==> src/rtl/ram_decode_pkg.sv <==
// Shared types and constants for the decode table block.
//   state_e        : sequencer states (INIT reloads the table, IDLE serves
//                    single reads, BURST streams auto-incrementing reads)
//   DEFAULT_TABLE  : the 16 legacy decode constants
//   default_entry(): reset-time contents of entry i, fitted to a data width
package ram_decode_pkg;

  typedef enum logic [1:0] {
    INIT  = 2'd0,
    IDLE  = 2'd1,
    BURST = 2'd2
  } state_e;

  localparam int TABLE_LEN = 16;

  localparam logic [7:0] DEFAULT_TABLE [TABLE_LEN] = '{
    8'h03, 8'h08, 8'h0D, 8'h14, 8'h19, 8'h1E, 8'h25, 8'h2A,
    8'h2C, 8'h31, 8'h36, 8'h3D, 8'h46, 8'h50, 8'h59, 8'h6C
  };

  // Entries past the legacy table are zero; narrow tables keep the low bits.
  function automatic logic [31:0] default_entry(input int unsigned i,
                                                input int unsigned data_w);
    logic [31:0] v;
    logic [31:0] mask;
    v    = (i < TABLE_LEN) ? {24'd0, DEFAULT_TABLE[i[3:0]]} : 32'd0;
    mask = (data_w >= 32) ? '1 : ((32'd1 << data_w) - 32'd1);
    return v & mask;
  endfunction

endpackage

==> src/rtl/ram_decode_seq_if.sv <==
// Bus bundle for ram_decode_seq.
//   master : sequencing control side (drives enable, writes, read requests)
//   slave  : the decode table (returns read data, valid, busy, init_done)
interface ram_decode_seq_if #(
  parameter int ADDR_W = 4,
  parameter int DATA_W = 8
);
  logic              en;
  logic              wr_en;
  logic [ADDR_W-1:0] wr_addr;
  logic [DATA_W-1:0] wr_data;
  logic              rd_req;
  logic [ADDR_W-1:0] rd_addr;
  logic [ADDR_W-1:0] burst_len;
  logic              rd_valid;
  logic [DATA_W-1:0] rd_data;
  logic              busy;
  logic              init_done;

  modport master (
    output en, wr_en, wr_addr, wr_data, rd_req, rd_addr, burst_len,
    input  rd_valid, rd_data, busy, init_done
  );

  modport slave (
    input  en, wr_en, wr_addr, wr_data, rd_req, rd_addr, burst_len,
    output rd_valid, rd_data, busy, init_done
  );
endinterface

==> src/rtl/ram_decode_mem.sv <==
// DEPTH x DATA_W table storage: one write port, one synchronous read port.
//   clk, rst_n : clock, async active-low reset (read register only)
//   we/wa/wd   : write strobe, address, data
//   re/ra      : read strobe, address
//   rdata      : registered read data; loads only on re, otherwise holds
// Read and write in the same cycle to the same address return the old word.
module ram_decode_mem #(
  parameter int ADDR_W = 4,
  parameter int DATA_W = 8
) (
  input  logic              clk,
  input  logic              rst_n,
  input  logic              we,
  input  logic [ADDR_W-1:0] wa,
  input  logic [DATA_W-1:0] wd,
  input  logic              re,
  input  logic [ADDR_W-1:0] ra,
  output logic [DATA_W-1:0] rdata
);
  localparam int DEPTH = 1 << ADDR_W;

  // The array itself is unreset; the init sequencer loads it after reset.
  logic [DATA_W-1:0] mem [DEPTH];

  always_ff @(posedge clk) begin
    if (we) mem[wa] <= wd;
  end

  // Reset only on the output register so rd_data is never X.
  always_ff @(posedge clk or negedge rst_n) begin
    if (!rst_n)  rdata <= '0;
    else if (re) rdata <= mem[ra];
  end
endmodule

==> src/rtl/ram_decode_seq.sv <==
// Runtime-writable decode table with reset-time reload and burst readout.
//   clk, rst_n : rising-edge clock, async active-low reset
//   bus        : ram_decode_seq_if.slave
//     en              gates reads, user writes and burst progress
//     wr_en/addr/data user table write
//     rd_req/rd_addr  read start (IDLE only); burst_len extra words
//     rd_valid/data   read result, 1 cycle after issue
//     busy            high while loading the table or streaming a burst
//     init_done       table holds valid contents
module ram_decode_seq
  import ram_decode_pkg::*;
#(
  parameter int ADDR_W = 4,
  parameter int DATA_W = 8
) (
  input  logic      clk,
  input  logic      rst_n,
  ram_decode_seq_if.slave bus
);
  localparam int                DEPTH = 1 << ADDR_W;
  localparam logic [ADDR_W-1:0] LAST  = ADDR_W'(DEPTH - 1);
  localparam logic [ADDR_W-1:0] ONE   = ADDR_W'(1);

  state_e            state;
  logic [ADDR_W-1:0] init_ptr;
  logic [ADDR_W-1:0] ptr;
  logic [ADDR_W-1:0] remaining;
  logic              init_done_q;
  logic              rd_valid_q;

  logic              mem_we;
  logic [ADDR_W-1:0] mem_wa;
  logic [DATA_W-1:0] mem_wd;
  logic              mem_re;
  logic [ADDR_W-1:0] mem_ra;
  logic [DATA_W-1:0] mem_rdata;

  // Port steering: INIT owns the write port, user writes only outside INIT.
  always_comb begin
    mem_we = bus.en && bus.wr_en && (state != INIT);
    mem_wa = bus.wr_addr;
    mem_wd = bus.wr_data;
    mem_re = 1'b0;
    mem_ra = bus.rd_addr;
    case (state)
      INIT: begin
        mem_we = 1'b1;
        mem_wa = init_ptr;
        mem_wd = DATA_W'(default_entry(32'(init_ptr), DATA_W));
      end
      IDLE:  mem_re = bus.en && bus.rd_req;
      BURST: begin
        mem_re = bus.en;
        mem_ra = ptr;
      end
      default: ;
    endcase
  end

  // The first burst word is issued straight from IDLE, so BURST only has to
  // stream the remaining burst_len words starting at rd_addr+1.
  always_ff @(posedge clk or negedge rst_n) begin
    if (!rst_n) begin
      state       <= INIT;
      init_ptr    <= '0;
      init_done_q <= 1'b0;
      ptr         <= '0;
      remaining   <= '0;
    end else begin
      case (state)
        INIT: begin
          init_ptr <= init_ptr + ONE;
          if (init_ptr == LAST) begin
            state       <= IDLE;
            init_done_q <= 1'b1;
          end
        end
        IDLE: begin
          if (bus.en && bus.rd_req && (bus.burst_len != '0)) begin
            state     <= BURST;
            ptr       <= bus.rd_addr + ONE;
            remaining <= bus.burst_len;
          end
        end
        BURST: begin
          if (bus.en) begin
            ptr       <= ptr + ONE;
            remaining <= remaining - ONE;
            if (remaining == ONE) state <= IDLE;
          end
        end
        default: state <= IDLE;
      endcase
    end
  end

  always_ff @(posedge clk or negedge rst_n) begin
    if (!rst_n) rd_valid_q <= 1'b0;
    else        rd_valid_q <= mem_re;
  end

  ram_decode_mem #(
    .ADDR_W (ADDR_W),
    .DATA_W (DATA_W)
  ) u_mem (
    .clk   (clk),
    .rst_n (rst_n),
    .we    (mem_we),
    .wa    (mem_wa),
    .wd    (mem_wd),
    .re    (mem_re),
    .ra    (mem_ra),
    .rdata (mem_rdata)
  );

  // busy falls on the edge that issues the last burst word, so it drops in
  // the same cycle that word shows up as rd_valid.
  assign bus.rd_valid  = rd_valid_q;
  assign bus.rd_data   = mem_rdata;
  assign bus.busy      = (state != IDLE);
  assign bus.init_done = init_done_q;
endmodule

==> src/flat_wrapper.sv <==
// flat-port wrapper written by rule: the top's interface ports become plain ports
module ram_decode_seq_flat import ram_decode_pkg::*;
#(
  parameter int ADDR_W = 4,
  parameter int DATA_W = 8
)
  (clk, rst_n, bus_en, bus_wr_en, bus_wr_addr, bus_wr_data, bus_rd_req, bus_rd_addr, bus_burst_len, bus_rd_valid, bus_rd_data, bus_busy, bus_init_done);
  ram_decode_seq_if #(.ADDR_W(ADDR_W), .DATA_W(DATA_W)) bus_i ();
  input  logic clk;
  input  logic rst_n;
  input wire logic [$bits(bus_i.en)-1:0] bus_en;
  input wire logic [$bits(bus_i.wr_en)-1:0] bus_wr_en;
  input wire logic [$bits(bus_i.wr_addr)-1:0] bus_wr_addr;
  input wire logic [$bits(bus_i.wr_data)-1:0] bus_wr_data;
  input wire logic [$bits(bus_i.rd_req)-1:0] bus_rd_req;
  input wire logic [$bits(bus_i.rd_addr)-1:0] bus_rd_addr;
  input wire logic [$bits(bus_i.burst_len)-1:0] bus_burst_len;
  output wire logic [$bits(bus_i.rd_valid)-1:0] bus_rd_valid;
  output wire logic [$bits(bus_i.rd_data)-1:0] bus_rd_data;
  output wire logic [$bits(bus_i.busy)-1:0] bus_busy;
  output wire logic [$bits(bus_i.init_done)-1:0] bus_init_done;
  assign bus_i.en = bus_en;
  assign bus_i.wr_en = bus_wr_en;
  assign bus_i.wr_addr = bus_wr_addr;
  assign bus_i.wr_data = bus_wr_data;
  assign bus_i.rd_req = bus_rd_req;
  assign bus_i.rd_addr = bus_rd_addr;
  assign bus_i.burst_len = bus_burst_len;
  assign bus_rd_valid = bus_i.rd_valid;
  assign bus_rd_data = bus_i.rd_data;
  assign bus_busy = bus_i.busy;
  assign bus_init_done = bus_i.init_done;
  ram_decode_seq #(.ADDR_W(ADDR_W), .DATA_W(DATA_W)) u_core (.clk(clk), .rst_n(rst_n), .bus(bus_i));
endmodule
==> config.mk <==
export PLATFORM = sky130hd
export DESIGN_NAME = ram_decode_seq_flat
export DESIGN_NICKNAME = d
export VERILOG_FILES = /design/src/rtl/ram_decode_pkg.sv /design/src/rtl/ram_decode_seq_if.sv /design/src/rtl/ram_decode_mem.sv /design/src/rtl/ram_decode_seq.sv /design/src/flat_wrapper.sv
export SDC_FILE = /design/constraint.sdc
export NUM_CORES = 1
export LEC_CHECK = 0
export CAP_MARGIN = 15
export CORE_UTILIZATION = 40
export DETAILED_ROUTE_END_ITERATION = 8
export PLACE_DENSITY_LB_ADDON = 0.05
export SLEW_MARGIN = 20
export SYNTH_ARGS = -nofsm -noshare
export SYNTH_HDL_FRONTEND = slang
export SYNTH_HIERARCHICAL = 1
export SYNTH_SLANG_ARGS = --single-unit
==> constraint.sdc <==
create_clock -name clk -period 3.9 [get_ports clk]
set_input_delay 0.585 -clock clk [delete_from_list [all_inputs] [get_ports clk]]
set_output_delay 0.585 -clock clk [all_outputs]
set_load 0.1 [all_outputs]
==> out/results.ini <==
[run_status]
status = complete, no violations

[cts]
h-tree-depth = 4
cts_root_buf = clkbuf_16
cts_num_sinks = 152
numCtsBuffers = 17
clk_path_buf_depth = 2
cts.reportedPaths.clkPinSlew_ns = 0.06
cts_tree = yes
ctsResizeCount = 0
ctsHoldBuffers = 0
worstSkewPairLatency_ns = 0.42
post-cts-setup-buffer-count = 0

[detailed_routing]
drt-pass1-iter-count = 4
wl_per_cell_microns = 21.8
antenna_left = 0
route.detailed.drc = 0
via_per_inst = 5.24
routed_wirelength_microns = 14400
via_count = 3451
drtIter0Drc = 169

[critical_path]
crit_family = simple AND/OR/NAND/NOR gates
path_max_fanout = 13
r2r.worst_path.cells = 6
regToRegStartpoint = u_core/state[0]
cp_num_cells = 6
required_ns = 3.94
arrival_ns = 3.06
slowest_stage = nor2_1
critPathLaunchType = flip-flop
path_class = reg2reg
critPathBufInv = 2
rrSetupSlack_ns = 0.88
cp-end-kind = flip-flop
worstSetupStartpoint = u_core/state[0]
path_cells = inv_1 > ha_1 > buf_4 > a21o_1 > or3b_2 > nor2_1
worstReg2RegEnd = u_core/u_mem/mem[2][6]
max_stage_delay_ns = 0.74
worstSetupEndpoint = u_core/u_mem/mem[2][6]

[yosys]
synth-seq-area-share_pct = 66.9
avgSynthCellArea_sq_um = 17.4
synth-compound-area-share_pct = 4.90
synth-seq-cells = 152
syn_nets = 420
synthTopCellsByArea = edfxtp_1 (58%), dfrtp_1 (9.0%), mux4_2 (8.8%), mux2i_1 (2.7%), ha_1 (2.4%)
post-synth-top-area-fraction_pct = 57.9
synth.distinct_cells = 40
synthMuxAreaShare_pct = 16.3
ys_warn_count = 6
synth-adder-area-share_pct = 2.45
yosys.area_share.simple_pct = 5.22
syn_inst = 382
syn_area_sq_um = 6640
yosysTopAreaCell = edfxtp_1
synth_top_family_by_area = multiplexers
synth_xor_area_share_pct = 0.660

[layout]
final_layout_size_suffix_gt1_share_pct = 23.3
final_common_cell = edfxtp_1
synthToLayoutAreaGrowth_pct = 17.3
multi_input_area_sq_um = 1960
antenna_cells = 0
nets = 468
layout_common_cells = edfxtp_1 (128), clkdlybuf4s50_1 (35), nor2_1 (28), mux4_2 (26), dfrtp_1 (24)
seq_area_sq_um = 4440
fillers = 1333
design_area_sq_um = 7790

[die]
dieHeight_microns = 131
start_util_pct = 41.4
die_area_sq_um = 17100
coreArea_sq_um = 16100
row_count = 46
fp.dieW_microns = 131
ios = 36

[sta]
worstMarginPinSlew_ns = 0.983
hold_violations = 0
layout_min_cycle_time_ns = 3.02
relSlewSlack_pct = 34.3
rsz0062_at_grt = false
finalMaxSlewViolations = 0
fmax_ghz = 0.331
setup_tns_ns = 0
timing.final.crit_share_pct = 77.5
setup_violations = 0
skew_ns = 0.00681
setup_slack_ns = 0.879

[grt]
grt_first_pass_wirelength_microns = 22000
grt_overflow = 0
grt_antenna_before_repair = 0
grt_pass1_vias = 3717
grt_max_degree = 33
grt_usage_pct = 18.6

[power_and_ir_drop]
switching_share_pct = 36.9
p_int_mw = 3.84
power.leakage_nw = 2.71
power_density_nw_per_um2 = 780
pwr-share-comb_pct = 34.9
peakVddDrop_uv = 513
clockPowerShare_pct = 25.9
p_sw_mw = 2.24
report.power.total_mw = 6.08
pwr-share-seq_pct = 39.2

[run]
maxCapViolCount = 0

[placed_design]
port_buffers = 35
placedInstanceArea_sq_um = 7220
dp_hpwl_microns = 9220
place_congestion = 0.736
post-place-ws_ns = 0.788

[min_path]
min_from = u_core/bus.init_done
hold_class = reg2reg
min_path_cells = 1

[Yosys cell counts (all sizes together)]
master and number:
buf 21, nor2 28, a221oi 8, dfrtp 24, a211oi 2, o22ai 9, inv 15, mux2i 18
a21oi 10, nor2b 2, xnor2 2, o21ai 6, nor3 6, clkbuf 2, nand2b 3, nand3b 7
o2111ai 1, o211ai 1, mux2 14, edfxtp 128, or3b 1, a21o 1, ha 13, nand4 2
o31ai 1, mux4 32, or2 1, and2 1, nor4 1, nand2 11, nand3 7, xor2 3
a41o 1
[worst min path at each step]
stage	slack, ns	end
detailed placement	0.47	u_core/bus.init_done
floorplan	0.29	u_core/bus.init_done
global placement	0.46	u_core/bus.init_done
CTS	0.49	u_core/bus.init_done
finish	0.48	u_core/bus.init_done
global route	0.51	u_core/bus.init_done
[state kept, by name (all words and copies together), names as in the netlist]
name,flops
u_core/bus.init_done,1
u_core/init_ptr,4
u_core/u_mem/rdata,8
u_core/u_mem/mem,128
u_core/bus.rd_valid,1
u_core/remaining,4
u_core/ptr,4
u_core/state,2
[per-stage QoR]
stage | std cells | util (%) | hold WS [ns]
3_5_place_dp | 627 | 45.0 | 0.472
4_1_cts | 659 | 48.5 | 0.494
2_1_floorplan | 382 | - | 0.289
3_3_place_gp | 627 | 45.0 | 0.457
5_1_grt | 659 | 48.5 | 0.512
6_report | 659 | 48.5 | 0.485
[layout make-up]
type	count	area share (%)
clock inverter	14	1.78
multi-input combinational	192	25.2
inverter	15	0.723
clock buffer	18	5.51
tap	216	3.47
sequential	152	57.0
timing repair buffer	52	6.30
[cell families (layout without fill, tap and decap cells)]
group,Yosys count,count (layout)
fa+ha+maj,13,13
compound gates,40,40
mux,64,64
flops,152,152
xor+xnor,5,5
simple gates,70,70
buf+inv,38,99
[power groups by stage]
stage / registers, mW / clock network (mW) / logic, mW
6_report: 2.38 / 1.57 / 2.12
5_1_grt: 2.42 / 1.68 / 2.31
4_1_cts: 2.39 / 1.62 / 2.16
3_5_place_dp: 2.42 / 0 / 2.15
3_3_place_gp: 2.42 / 0 / 2.13
2_1_floorplan: 2.67 / 0 / 1.32
[per-layer routing]
| metal | GRT usage, % | part of all wire (%) |
|---|---|---|
| met5 | 0 | 0 |
| met4 | 5.61 | 1.1 |
| met3 | 4.52 | 2.8 |
| met2 | 30.8 | 50 |
| met1 | 24.4 | 47 |
Power figures use the tool's default switching activity.
